$ cat src/rtl/bus_arbiter_pkg.sv
// Shared definitions for the bus arbiter and the keyed mux chain it drives.
// State encodings and the default key codes live here so both sides agree.
package bus_arbiter_pkg;

   typedef enum logic [1:0] {
      ST_IDLE    = 2'd0,
      ST_OWN     = 2'd1,
      ST_RELEASE = 2'd2
   } arb_state_e;

   // A key that no mux stage decodes; the chain passes nothing through.
   localparam logic [7:0] ARB_IDLE_KEY = 8'h00;
   localparam logic [7:0] ARB_KEY_BASE = 8'h01;

endpackage

$ cat src/rtl/bus_arbiter_if.sv
// Request/grant/key bundle between the requesters and the arbiter.
// The slave modport is the arbiter side.
interface bus_arbiter_if #(
   parameter int NUM_REQ  = 4,
   parameter int KEY_SIZE = 8
);
   logic [NUM_REQ-1:0]  req;
   logic [NUM_REQ-1:0]  lock;
   logic [NUM_REQ-1:0]  grant;
   logic [KEY_SIZE-1:0] key;
   logic                bus_busy;

   modport master (
      output req,
      output lock,
      input  grant,
      input  key,
      input  bus_busy
   );

   modport slave (
      input  req,
      input  lock,
      output grant,
      output key,
      output bus_busy
   );
endinterface

$ cat src/rtl/bus_arbiter_rr_pick.sv
// Round-robin winner search: first set req bit above last_ptr, wrapping.
// Purely combinational; the previous owner naturally lands last in line.
module bus_arbiter_rr_pick #(
   parameter int NUM_REQ = 4,
   localparam int PTR_W  = $clog2(NUM_REQ)
) (
   input  logic [NUM_REQ-1:0] req,
   input  logic [PTR_W-1:0]   last_ptr,
   output logic [PTR_W-1:0]   winner,
   output logic               valid
);

   int idx;

   always_comb begin
      winner = '0;
      valid  = 1'b0;
      idx    = 0;
      for (int i = 1; i <= NUM_REQ; i++) begin
         idx = int'(last_ptr) + i;
         if (idx >= NUM_REQ) idx = idx - NUM_REQ;
         if (!valid && req[PTR_W'(idx)]) begin
            winner = PTR_W'(idx);
            valid  = 1'b1;
         end
      end
   end

endmodule

$ cat src/rtl/bus_arbiter.sv
// Round-robin arbiter driving the key of a keyed pass-through mux chain,
// with a forced one-cycle idle key between successive owners.
//
//   state      | meaning
//   -----------+-------------------------------------------------------
//   ST_IDLE    | no owner, key idle; arbitrate every cycle
//   ST_OWN     | one requester granted; watch its req, lock, hold count
//   ST_RELEASE | single idle-key gap after an owner; arbitrate again
module bus_arbiter
   import bus_arbiter_pkg::*;
#(
   parameter int                  NUM_REQ  = 4,
   parameter int                  KEY_SIZE = 8,
   parameter logic [KEY_SIZE-1:0] KEY_BASE = ARB_KEY_BASE,
   parameter logic [KEY_SIZE-1:0] IDLE_KEY = ARB_IDLE_KEY,
   parameter int                  MAX_HOLD = 16
) (
   input  logic         clk,
   input  logic         rst_n,
   bus_arbiter_if.slave bus
);

   localparam int PTR_W  = $clog2(NUM_REQ);
   localparam int HOLD_W = $clog2(MAX_HOLD + 1);
   localparam logic [HOLD_W-1:0] HOLD_MAX = HOLD_W'(MAX_HOLD);

   arb_state_e          state_q, state_d;
   logic [NUM_REQ-1:0]  grant_q, grant_d;
   logic [KEY_SIZE-1:0] key_q, key_d;
   logic                busy_q, busy_d;
   logic [PTR_W-1:0]    last_ptr_q, last_ptr_d;
   logic [HOLD_W-1:0]   hold_cnt_q, hold_cnt_d;

   logic [PTR_W-1:0]    pick_idx;
   logic                pick_valid;

   bus_arbiter_rr_pick #(.NUM_REQ(NUM_REQ)) u_pick (
      .req      (bus.req),
      .last_ptr (last_ptr_q),
      .winner   (pick_idx),
      .valid    (pick_valid)
   );

   always_ff @(posedge clk or negedge rst_n) begin
      if (!rst_n) begin
         state_q    <= ST_IDLE;
         grant_q    <= '0;
         key_q      <= IDLE_KEY;
         busy_q     <= 1'b0;
         last_ptr_q <= PTR_W'(NUM_REQ - 1);
         hold_cnt_q <= '0;
      end else begin
         state_q    <= state_d;
         grant_q    <= grant_d;
         key_q      <= key_d;
         busy_q     <= busy_d;
         last_ptr_q <= last_ptr_d;
         hold_cnt_q <= hold_cnt_d;
      end
   end

   // last_ptr doubles as the owner index while in ST_OWN.
   always_comb begin
      state_d    = state_q;
      grant_d    = grant_q;
      key_d      = key_q;
      busy_d     = busy_q;
      last_ptr_d = last_ptr_q;
      hold_cnt_d = hold_cnt_q;
      case (state_q)
         ST_OWN: begin
            if (!bus.req[last_ptr_q] ||
                (hold_cnt_q == HOLD_MAX && !bus.lock[last_ptr_q])) begin
               state_d    = ST_RELEASE;
               grant_d    = '0;
               key_d      = IDLE_KEY;
               busy_d     = 1'b0;
               hold_cnt_d = '0;
            end else if (hold_cnt_q != HOLD_MAX) begin
               hold_cnt_d = hold_cnt_q + HOLD_W'(1);
            end
         end
         ST_IDLE, ST_RELEASE: begin
            if (pick_valid) begin
               state_d    = ST_OWN;
               grant_d    = {{(NUM_REQ-1){1'b0}}, 1'b1} << pick_idx;
               key_d      = KEY_BASE + KEY_SIZE'(pick_idx);
               busy_d     = 1'b1;
               last_ptr_d = pick_idx;
               hold_cnt_d = HOLD_W'(1);
            end else begin
               state_d    = ST_IDLE;
               grant_d    = '0;
               key_d      = IDLE_KEY;
               busy_d     = 1'b0;
               hold_cnt_d = '0;
            end
         end
         default: begin
            state_d    = ST_IDLE;
            grant_d    = '0;
            key_d      = IDLE_KEY;
            busy_d     = 1'b0;
            hold_cnt_d = '0;
         end
      endcase
   end

   assign bus.grant    = grant_q;
   assign bus.key      = key_q;
   assign bus.bus_busy = busy_q;

endmodule

$ cat src/flat_wrapper.sv
// flat-port wrapper written by rule: the top's interface ports become plain ports
module bus_arbiter_flat import bus_arbiter_pkg::*;
#(
   parameter int                  NUM_REQ  = 4,
   parameter int                  KEY_SIZE = 8,
   parameter logic [KEY_SIZE-1:0] KEY_BASE = ARB_KEY_BASE,
   parameter logic [KEY_SIZE-1:0] IDLE_KEY = ARB_IDLE_KEY,
   parameter int                  MAX_HOLD = 16
)
  (clk, rst_n, bus_req, bus_lock, bus_grant, bus_key, bus_bus_busy);
  bus_arbiter_if #(.NUM_REQ(NUM_REQ), .KEY_SIZE(KEY_SIZE)) bus_i ();
  input  logic clk;
  input  logic rst_n;
  input wire logic [$bits(bus_i.req)-1:0] bus_req;
  input wire logic [$bits(bus_i.lock)-1:0] bus_lock;
  output wire logic [$bits(bus_i.grant)-1:0] bus_grant;
  output wire logic [$bits(bus_i.key)-1:0] bus_key;
  output wire logic [$bits(bus_i.bus_busy)-1:0] bus_bus_busy;
  assign bus_i.req = bus_req;
  assign bus_i.lock = bus_lock;
  assign bus_grant = bus_i.grant;
  assign bus_key = bus_i.key;
  assign bus_bus_busy = bus_i.bus_busy;
  bus_arbiter #(.NUM_REQ(NUM_REQ), .KEY_SIZE(KEY_SIZE), .KEY_BASE(KEY_BASE), .IDLE_KEY(IDLE_KEY), .MAX_HOLD(MAX_HOLD)) u_core (.clk(clk), .rst_n(rst_n), .bus(bus_i));
endmodule
$ cat config.mk
export PLATFORM = sky130hd
export DESIGN_NAME = bus_arbiter_flat
export DESIGN_NICKNAME = d
export VERILOG_FILES = /design/src/rtl/bus_arbiter_pkg.sv /design/src/rtl/bus_arbiter_if.sv /design/src/rtl/bus_arbiter_rr_pick.sv /design/src/rtl/bus_arbiter.sv /design/src/flat_wrapper.sv
export SDC_FILE = /design/constraint.sdc
export NUM_CORES = 1
export LEC_CHECK = 0
export CAP_MARGIN = 10
export CORE_MARGIN = 1
export CORE_UTILIZATION = 49
export DETAILED_ROUTE_END_ITERATION = 8
export PLACE_DENSITY = 0.81
export SYNTH_ARGS = -nofsm -noshare
export SYNTH_HDL_FRONTEND = slang
export SYNTH_SLANG_ARGS = --single-unit
$ cat constraint.sdc
create_clock -name clk -period 2.55 [get_ports clk]
set_input_delay 0.255 -clock clk [delete_from_list [all_inputs] [get_ports clk]]
set_output_delay 0.255 -clock clk [all_outputs]
set_load 0.02 [all_outputs]
==> impl_metrics.csv <==
group,metric,value,unit
global_route,grt_pass1_vias,591,
synthesis,ys_seq_area_frac,0.443,
clock_tree,numCtsBuffers,3,
synthesis,synth_fa_ha_area_frac,0.0440,
critical_path,cp-endpoint,"u_core.bus.key[1]",
synthesis,netlist_area,853,um^2
placement,place_inst,106,
sta,min_period_over_period,0.706,
die,floorplan.initialDensity,0.547,
clock_tree,cts-root-buf,"clkbuf_4",
synthesis,synth.area.mux_share,0.0821,
routing,wirelength,1.57,mm
synthesis,synth-simple-area-share,0.176,
placement,portBuffers,17,
synthesis,synth_seq_cells,15,
critical_path,crit_buf_inv,0,
critical_path,cp-startpoint,"u_core.last_ptr_q[0]",
synthesis,synth-edff-count,0,
routing,wl_per_cell,14.3,um
global_route,track_usage,0.200,
min_path,hold_path_class,"in2async",
critical_path,worst-r2r-cell-count,5,
critical_path,slowest_stage,"dfstp_2",
die,die_h,43.7,um
clock_tree,cts_tree,"done",
run,max-cap-violations,0,
sta,setup_viol,0,
sta,relSlewSlack,0.586,
routing,viasPerCell,5.74,
finish,area_growth,20.5,%
synthesis,synth_top_family_by_area,"simple AND/OR/NAND/NOR gates",
finish,diodes,0,
power,ir_drop,0.000685,V
die,core-area,1560,um^2
synthesis,synth_compound_area_frac,0.132,
critical_path,cp.depth,5,
clock_tree,cts_buffer_depth,2,
global_route,grt.overflow.total,0,
synthesis,yosysUniqueCellTypes,34,
global_route,grt_pass1_wl,2.73,mm
critical_path,cp.arrival,1970,ps
status,status,"finished clean",
clock_tree,clock_sinks,15,
die,die_w,43.7,um
synthesis,avgSynthCellArea,11.2,um^2
routing,ant_nets,0,
global_route,grt_start_max_net_pins,16,
sta,fin_setup_tns,0,ps
clock_tree,clkTransAtPathRegs,90,ps
sta,skew,13.3,ps
sta,report.final.slew_viol_count,0,
synthesis,synth_xor_area_frac,0.0308,
finish,stdcell_count,110,
finish,nets,108,
clock_tree,hold_buffers,0,
clock_tree,h-tree-depth,1,
clock_tree,ctsResizeCount,0,
critical_path,path_max_fanout,5,
critical_path,rr_startpoint,"u_core.last_ptr_q[0]",
power,p_leak,0.470,nW
sta,worst_slew_pin_slew,614,ps
synthesis,async_reset_ff_frac,1.00,
placement,dp_hpwl,1.22,mm
critical_path,r2r_slack,750,ps
sta,period_needed,1800,ps
routing,dr.pass1.iters,4,
critical_path,crit_required,2720,ps
routing,vias,631,
clock_tree,postCtsSetupRepairBufs,0,
critical_path,r2r-end,"u_core.bus.key[1]",
critical_path,critPathKind,"reg2reg",
routing,dr.first_iter.drc_count,18,
die,die_area,1910,um^2
die,io_pins,23,
die,fp-row-count,14,
sta,clock.fmax,555,MHz
clock_tree,clock_latency,290,ps
sta,hold_violations,0,
synthesis,ys_warn_count,0,
synthesis,synth_ff_type,"dfrtp_1",
global_route,antenna_found_initial,0,
sta,rsz0062_at_grt,"no",
critical_path,cp_cell_sequence,"nor2b_1 -> o21ai_0 -> o311ai_0 -> ha_1 -> a22o_1",
power,powerDensity,1080,nW/um^2
finish,drive_gt1_frac,0.128,
critical_path,startpoint_type,"flop",
synthesis,synthCells,76,
critical_path,end_kind,"flop",
critical_path,slowest_delay,580,ps
placement,gp_congestion,0.871,
critical_path,cpLargestDelayFamily,"compound AO/OA/AOI/OAI gates",
routing,drc,0,
==> kinds of logic after synthesis <==
family | Yosys count
XOR/XNOR | 3
AND/OR/NAND/NOR | 24
other | 1
AO/OA/AOI/OAI | 14
flip-flops | 15
adder cells (fa/ha/maj) | 3
multiplexers | 4
buffers and inverters | 12
==> worst min path at each step <==
stage,from,to,slack (ps),cells after the start
finish,rst_n,u_core.hold_cnt_q[0],350,1
floorplan,rst_n,u_core.bus.grant[0],-40,0
global placement,u_core.state_q[1],u_core.state_q[1],430,1
global route,rst_n,u_core.hold_cnt_q[2],410,1
CTS,rst_n,u_core.hold_cnt_q[0],370,1
detailed placement,u_core.state_q[1],u_core.state_q[1],430,1
==> cells in the final DEF (no fill, tap or decap) <==
cell type and n:
conb_1 5, and4bb_4 1, nand3_1 2, o22ai_1 1, nor3_1 4, dfstp_2 2
or2_2 1, xnor2_1 3, o2111a_1 1, mux4_2 1, a21oi_2 1, ha_1 3
a32o_1 1, a21oi_1 1, mux2_2 1, clkbuf_4 3, a21o_1 3, nor2b_1 2
o21ai_0 1, or3_1 1, mux2i_1 1, o311ai_0 1, clkbuf_1 1, inv_1 4
clkdlybuf4s50_1 17, a22o_1 4, nand2_1 1, nand3b_4 1, mux4_1 1, nand2b_1 2
and2_1 2, dfrtp_1 13, and2b_1 1, nor2_1 6, inv_2 1
==> state kept, by name, indices dropped and copies added, names as in the netlist <==
signal / count
u_core.bus.key: 2
u_core.last_ptr_q: 2
u_core.bus.grant: 4
u_core.state_q: 2
u_core.hold_cnt_q: 5
==> metrics by stage <==
step	power (mW)	util	hold slack [ps]	worst slack [ps]	instance area, um^2
2_1_floorplan	0.806	-	-40.6	852	868
3_3_place_gp	0.963	0.643	429	525	1000
3_5_place_dp	0.984	0.643	431	461	1000
4_1_cts	1.12	0.660	374	737	1030
5_1_grt	1.19	0.660	413	640	1030
6_report	1.12	0.660	345	749	1030
==> layer usage <==
metal / track usage / wire length (um) / vias to the layer above / share of wire
li1: - / - / 293 / -
met1: 0.249 / 655 / 306 / 0.42
met2: 0.310 / 760 / 23 / 0.48
met3: 0.0667 / 90 / 9 / 0.057
met4: 0.100 / 63 / 0 / 0.040
met5: 0 / 0 / - / 0
==> final cells by class <==
cell class	count	area, um^2
tap	16	20.0
timing repair buffer	17	170
fill	127	531
clock buffer	4	26.3
inverter	5	18.8
multi-input combinational	53	415
sequential	15	378
==> cells in the mapped netlist (all sizes together), types with 3 or more instances <==
master	n	area, um^2
xnor2	3	26.3
a22o	4	35.0
dfrtp	13	325
ha	3	37.5
inv	5	18.8
buf	7	56.3
nor3	4	20.0
a21o	3	22.5
nor2	6	22.5
==> where the power goes <==
part	leakage (nW)	internal, mW	switching [mW]
Clock	0.0150	0.0608	0.0739
Combinational	0.263	0.275	0.273
Sequential	0.192	0.340	0.0919
(Power assumes the default switching activity.)
==> variant 1: new RTL, same settings <==
`NUM_REQ` is set to 4 in 4 places; all go to 2.
--- a/src/rtl/bus_arbiter_if.sv
+++ b/src/rtl/bus_arbiter_if.sv
@@ -1,7 +1,7 @@
 // Request/grant/key bundle between the requesters and the arbiter.
 // The slave modport is the arbiter side.
 interface bus_arbiter_if #(
-   parameter int NUM_REQ  = 4,
+   parameter int NUM_REQ  = 2,
    parameter int KEY_SIZE = 8
 );
    logic [NUM_REQ-1:0]  req;
--- a/src/rtl/bus_arbiter_rr_pick.sv
+++ b/src/rtl/bus_arbiter_rr_pick.sv
@@ -1,7 +1,7 @@
 // Round-robin winner search: first set req bit above last_ptr, wrapping.
 // Purely combinational; the previous owner naturally lands last in line.
 module bus_arbiter_rr_pick #(
-   parameter int NUM_REQ = 4,
+   parameter int NUM_REQ = 2,
    localparam int PTR_W  = $clog2(NUM_REQ)
 ) (
    input  logic [NUM_REQ-1:0] req,
--- a/src/rtl/bus_arbiter.sv
+++ b/src/rtl/bus_arbiter.sv
@@ -9,7 +9,7 @@
 module bus_arbiter
    import bus_arbiter_pkg::*;
 #(
-   parameter int                  NUM_REQ  = 4,
+   parameter int                  NUM_REQ  = 2,
    parameter int                  KEY_SIZE = 8,
    parameter logic [KEY_SIZE-1:0] KEY_BASE = ARB_KEY_BASE,
    parameter logic [KEY_SIZE-1:0] IDLE_KEY = ARB_IDLE_KEY,
--- a/src/flat_wrapper.sv
+++ b/src/flat_wrapper.sv
@@ -1,7 +1,7 @@
 // flat-port wrapper written by rule: the top's interface ports become plain ports
 module bus_arbiter_flat import bus_arbiter_pkg::*;
 #(
-   parameter int                  NUM_REQ  = 4,
+   parameter int                  NUM_REQ  = 2,
    parameter int                  KEY_SIZE = 8,
    parameter logic [KEY_SIZE-1:0] KEY_BASE = ARB_KEY_BASE,
    parameter logic [KEY_SIZE-1:0] IDLE_KEY = ARB_IDLE_KEY,
Interface: changed (resized bus_grant, bus_lock and bus_req); port bits go from 23 to 17. The function was not compared with the original's and may differ.
==> variant 1 against the unedited design <==
Sequential cell count shrank 4. Count of clock-buffer cells in the layout stayed put. Area after synthesis down 31%. Worst setup slack better by 240 ps. Cell area fell by 32%. Final cell count down 30%. Clock power is 13% lower. First-iteration DRC count shrank 83%. Power is 41% lower. Wire length fell by 44%. Critical path type unchanged. Critical endpoint is now u_core.hold_cnt_q[0]$_DFFE_PN0P_. Largest cell class is now flip-flops and latches. Largest power group is now sequential cells. Highest routed layer unchanged.
==> variant 1: results (changes against the unedited design) <==
| Metric | Value |
|---|---|
| Status | finished, final reports clean |
| Largest register by flop count | u_core.hold_cnt_q |
| Adder-cell share of the synthesized area | 4.23% (-0.17 points) |
| Final non-filler cell total | 77 (-30%) |
| Cell variety after synth | 27 (-21%) |
| First-pass GRT wire length | 1520 um (-44%) |
| Hold slack | 302 ps (-43.0 ps) |
| Largest net degree at the start of global routing | 12 (-4) |
| Share of layout cells above drive strength 1 | 14.3% (+1.5 points) |
| Fill count | 98 (-23%) |
| GP Congestion | 0.747 (-14%) |
| Nets | 72 (-33%) |
| Syn avg cell area | 11.4 um2 (+1.4%) |
| Worst Path Arrival | 1720 ps (-250 ps) |
| Number of global-route vias before repair | 355 (-40%) |
| M1 GR Usage | 21.7% (-3.2 points) |
| Detailed placement HPWL | 665 um (-45%) |
| FMAX | 640 MHz (+15%) |
| Met2 Usage GRT | 23.7% (-7.4 points) |
| I/O Buffers | 10 (-7) |
| Placed cells | 73 (-31%) |
| Max IR drop VDD | 0.000555 V (-19%) |
| Multiplexer area fraction after synthesis | 3.38% (-4.8 points) |
| Routed vias/inst | 4.78 (-17%) |
| Met3 GRT Util | 11.0% (+4.3 points) |
| Met2 WL | 381 um (-50%) |
| Clock latency on the worst-skew pair | 270 ps (-20 ps) |
| Leakage | 0.314 nW (-33%) |
| R2R Setup Slk | 990 ps (+240 ps) |
| Yosys top cell area share | 42.3% (+4.2 points) |
| Synth area leaders | dfrtp_1, buf_4, xnor2_1, dfstp_2, ha_1 |
| Post-synthesis xor/xnor area fraction | 5.92% (+2.8 points) |
| Initial antenna violation count | 0 (unchanged) |
| Routed WL per cell | 11.4 um (-20%) |
| Met1 wire length | 420 um (-36%) |
| Critical path peak fanout | 4 (-1) |
| Max_slew headroom | 68.1% (+9.5 points) |
| Post-synthesis compound-gate area fraction | 10.4% (-2.8 points) |
| Met3 WL | 64 um (-29%) |
| Placed inst area | 668 um2 (-33%) |
| Initial DRC count | 3 (-15) |
| Clk_skew | 2.92 ps (-10.4 ps) |
| GRT Resource Usage Total | 17.5% (-2.5 points) |
| Sequential share of the synthesized area | 46.7% (+2.4 points) |
| Clock transition at the registers of the reported paths | 70 ps (-20 ps) |
## variant 1: cell count changes after synthesis, moves of 2 or more
cell,unedited run,this run
buf_4,6,8
a22o_1,4,1
nor2_1,6,1
a21o_1,3,0
dfrtp_1,13,10
nor3_1,4,1
## variant 1: cell families after synthesis
logic type               count (synthesis)
AND/OR/NAND/NOR                         15
flip-flops                              11
buffers and inverters                   11
AO/OA/AOI/OAI                            6
XOR/XNOR                                 4
adder cells (fa/ha/maj)                  2
multiplexers                             2
other                                    1
## variant 1: layout make-up
cell class,count,area (um2),area share [%]
clock buffer,4,26.3,3.78
tap,14,17.5,2.52
multi-input combinational,35,263,37.8
sequential,11,277,39.8
timing repair buffer,10,100,14.4
inverter,3,11.3,1.62
## variant 1: worst max-delay path, stage by stage, from the launching register on
cell and delay (ps):
dfstp_2 580, mux2i_1 450, nor4b_1 110, a211o_1 300
## variant 1: where the power goes
group | total, mW | internal [mW] | switching (mW)
clock | 0.117 | 0.0606 | 0.0562
combinational | 0.267 | 0.129 | 0.138
sequential | 0.276 | 0.232 | 0.0450
total | 0.660 | 0.421 | 0.239
## variant 1: worst paths after layout
kind                                                      start                               end  cells after the start
worst max register to register    u_core.last_ptr_q$_DFFE_PN1N_  u_core.hold_cnt_q[0]$_DFFE_PN0P_                      3
worst min register to register  u_core.bus.bus_busy$_DFFE_PN0P_   u_core.bus.bus_busy$_DFFE_PN0P_                      1
min in group clk                u_core.bus.bus_busy$_DFFE_PN0P_   u_core.bus.bus_busy$_DFFE_PN0P_                      1
worst min-delay path                                      rst_n  u_core.hold_cnt_q[3]$_DFFE_PN0P_                      1
max in group asynchronous                                 rst_n     u_core.last_ptr_q$_DFFE_PN1N_                      1
worst max-delay path              u_core.last_ptr_q$_DFFE_PN1N_  u_core.hold_cnt_q[0]$_DFFE_PN0P_                      3
==> variant 2: new RTL, same settings <==
Without the edit above. Re-encode `arb_state_e` (3 states) as one-hot, 3 bits wide.
--- a/src/rtl/bus_arbiter_pkg.sv
+++ b/src/rtl/bus_arbiter_pkg.sv
@@ -2,10 +2,10 @@
 // State encodings and the default key codes live here so both sides agree.
 package bus_arbiter_pkg;
 
-   typedef enum logic [1:0] {
-      ST_IDLE    = 2'd0,
-      ST_OWN     = 2'd1,
-      ST_RELEASE = 2'd2
+   typedef enum logic [2:0] {
+      ST_IDLE    = 3'b001,
+      ST_OWN     = 3'b010,
+      ST_RELEASE = 3'b100
    } arb_state_e;
 
    // A key that no mux stage decodes; the chain passes nothing through.
Behaviour: no difference found for any inputs over 10 cycles, from zero or initial values and one cycle with rst_n low; not proved beyond that.
==> variant 2 against the unedited design <==
Worst setup slack got worse by 180 ps. First-iteration DRC count decreased by 56%. Sequential power increased by 5.6%. Power increased by 10%. Sequential cell count increased by 1. Non-clock buffer count increased by 1. Cell area increased by 12%. Wire length increased by 3.9%. Area after synthesis increased by 12%. Global-route usage decreased by 1.1 points. Via count increased by 5.7%. Critical endpoint unchanged.
==> variant 2: results (changes against the unedited design) <==
| Metric | Value |
|---|---|
| Fill count | 139 (+9.4%) |
| Clock latency on the worst-skew pair | 290 ps (about the same) |
| Critical path peak fanout | 10 (+5) |
| Buffers inserted by post-CTS timing repair | 0 (unchanged) |
| Post-CTS Resized | 0 (unchanged) |
| Met2 Usage GRT | 30.1% (-0.90 points) |
| Detailed placement HPWL | 1160 um (-5.0%) |
| First-pass GRT wire length | 2750 um (+0.51%) |
| Max_slew headroom | 53.7% (-4.9 points) |
| Worst Path Arrival | 2180 ps (+210 ps) |
| DP Worst Slack | 351 ps (-110 ps) |
| Syn avg cell area | 11.2 um2 (-0.23%) |
| Clock transition at the registers of the reported paths | 100 ps |
| Top FF cell, synth | dfrtp_1 |
| Number of global-route vias before repair | 626 (+5.9%) |
| Met3 GRT Util | 4.71% (-2.0 points) |
| M1 GR Usage | 24.5% (-0.36 points) |
| Commonest cells post-synth | dfrtp_1, buf_4, ha_1, inv_1, a22o_1 |
| Final non-filler cell total | 128 (+16%) |
| WL final | 1630 um (+3.9%) |
| Share of layout cells above drive strength 1 | 13.6% (+0.83 points) |
| Cell variety after synth | 35 (+2.9%) |
| Ant diodes | 0 (unchanged) |
| Largest net degree at the start of global routing | 17 (+1) |
| Sequential share of the synthesized area | 42.4% (-1.8 points) |
| Leakage | 0.527 nW (+12%) |
| Initial DRC count | 8 (-10) |
| Synth area leaders | dfrtp_1, dfstp_2, ha_1, buf_4, a22o_1 |
| Routed vias | 667 (+5.7%) |
| Clk_skew | 8.82 ps (-4.48 ps) |
| Initial antenna violation count | 0 (unchanged) |
| Status | finished, final reports clean |
| Worst reg2reg path startpoint | u_core.last_ptr_q[1]$_DFFE_PN1P_ |
| GRT Resource Usage Total | 18.9% (-1.1 points) |
| Max IR drop VDD | 0.000627 V (-8.4%) |
| R2R Setup Slk | 570 ps (-180 ps) |
| Type of the tightest min-delay check | in2async |
| GP Congestion | 0.741 (-15%) |
| Hold slack | 366 ps (+21.3 ps) |
| Nets | 120 (+11%) |
variant 2: layer usage:
layer  up-vias  share of wire, %
li1        326                 -
met1       323                45
met2        16                49
met3         2               4.4
met4         0              0.92
met5         -                 0
variant 2: how the worst max path moves through the flow:
stage | slack [ps] | endpoint
floorplan | 550 | u_core.bus.key[1]$_DFFE_PN0P_
global placement | 450 | u_core.bus.key[1]$_DFFE_PN0P_
detailed placement | 350 | u_core.bus.key[1]$_DFFE_PN0P_
CTS | 580 | u_core.bus.key[1]$_DFFE_PN0P_
global route | 420 | u_core.bus.key[1]$_DFFE_PN0P_
finish | 570 | u_core.bus.key[1]$_DFFE_PN0P_
variant 2: metrics by stage:
stage / cell area (um2) / util (%)
floorplan: 967 / -
global placement: 1120 / 62.6
detailed placement: 1120 / 62.6
CTS: 1150 / 64.6
global route: 1150 / 64.6
finish: 1150 / 64.6
variant 2: layout make-up:
class / count / area share, %
multi-input combinational: 59 / 41.7
clock buffer: 4 / 3.15
inverter: 6 / 1.95
sequential: 16 / 35.1
tap: 25 / 2.71
timing repair buffer: 18 / 15.4
variant 2: cell families (layout without fill, tap and decap cells):
group / after synthesis / after routing / synth area share, %
xor+xnor: 5 / 5 / 4.60
fa+ha+maj: 6 / 6 / 7.88
simple gates: 21 / 21 / 14.2
flops: 16 / 16 / 42.4
other cells: 1 / 5 / 0.394
mux: 4 / 4 / 6.18
compound gates: 18 / 18 / 15.6
buf+inv: 14 / 28 / 8.67
variant 2: critical path: stages, from the launching register on:
cell	delay, ps
dfstp_2	630
mux2i_1	360
o221ai_1	310
inv_1	160
ha_1	240
a22o_1	190
variant 2: where the power goes:
group	internal (mW)	leakage, nW	total, mW	switching, mW
logic	0.303	0.300	0.598	0.295
registers	0.361	0.206	0.456	0.0955
clock network	0.0870	0.0210	0.172	0.0851
total	0.751	0.527	1.23	0.475
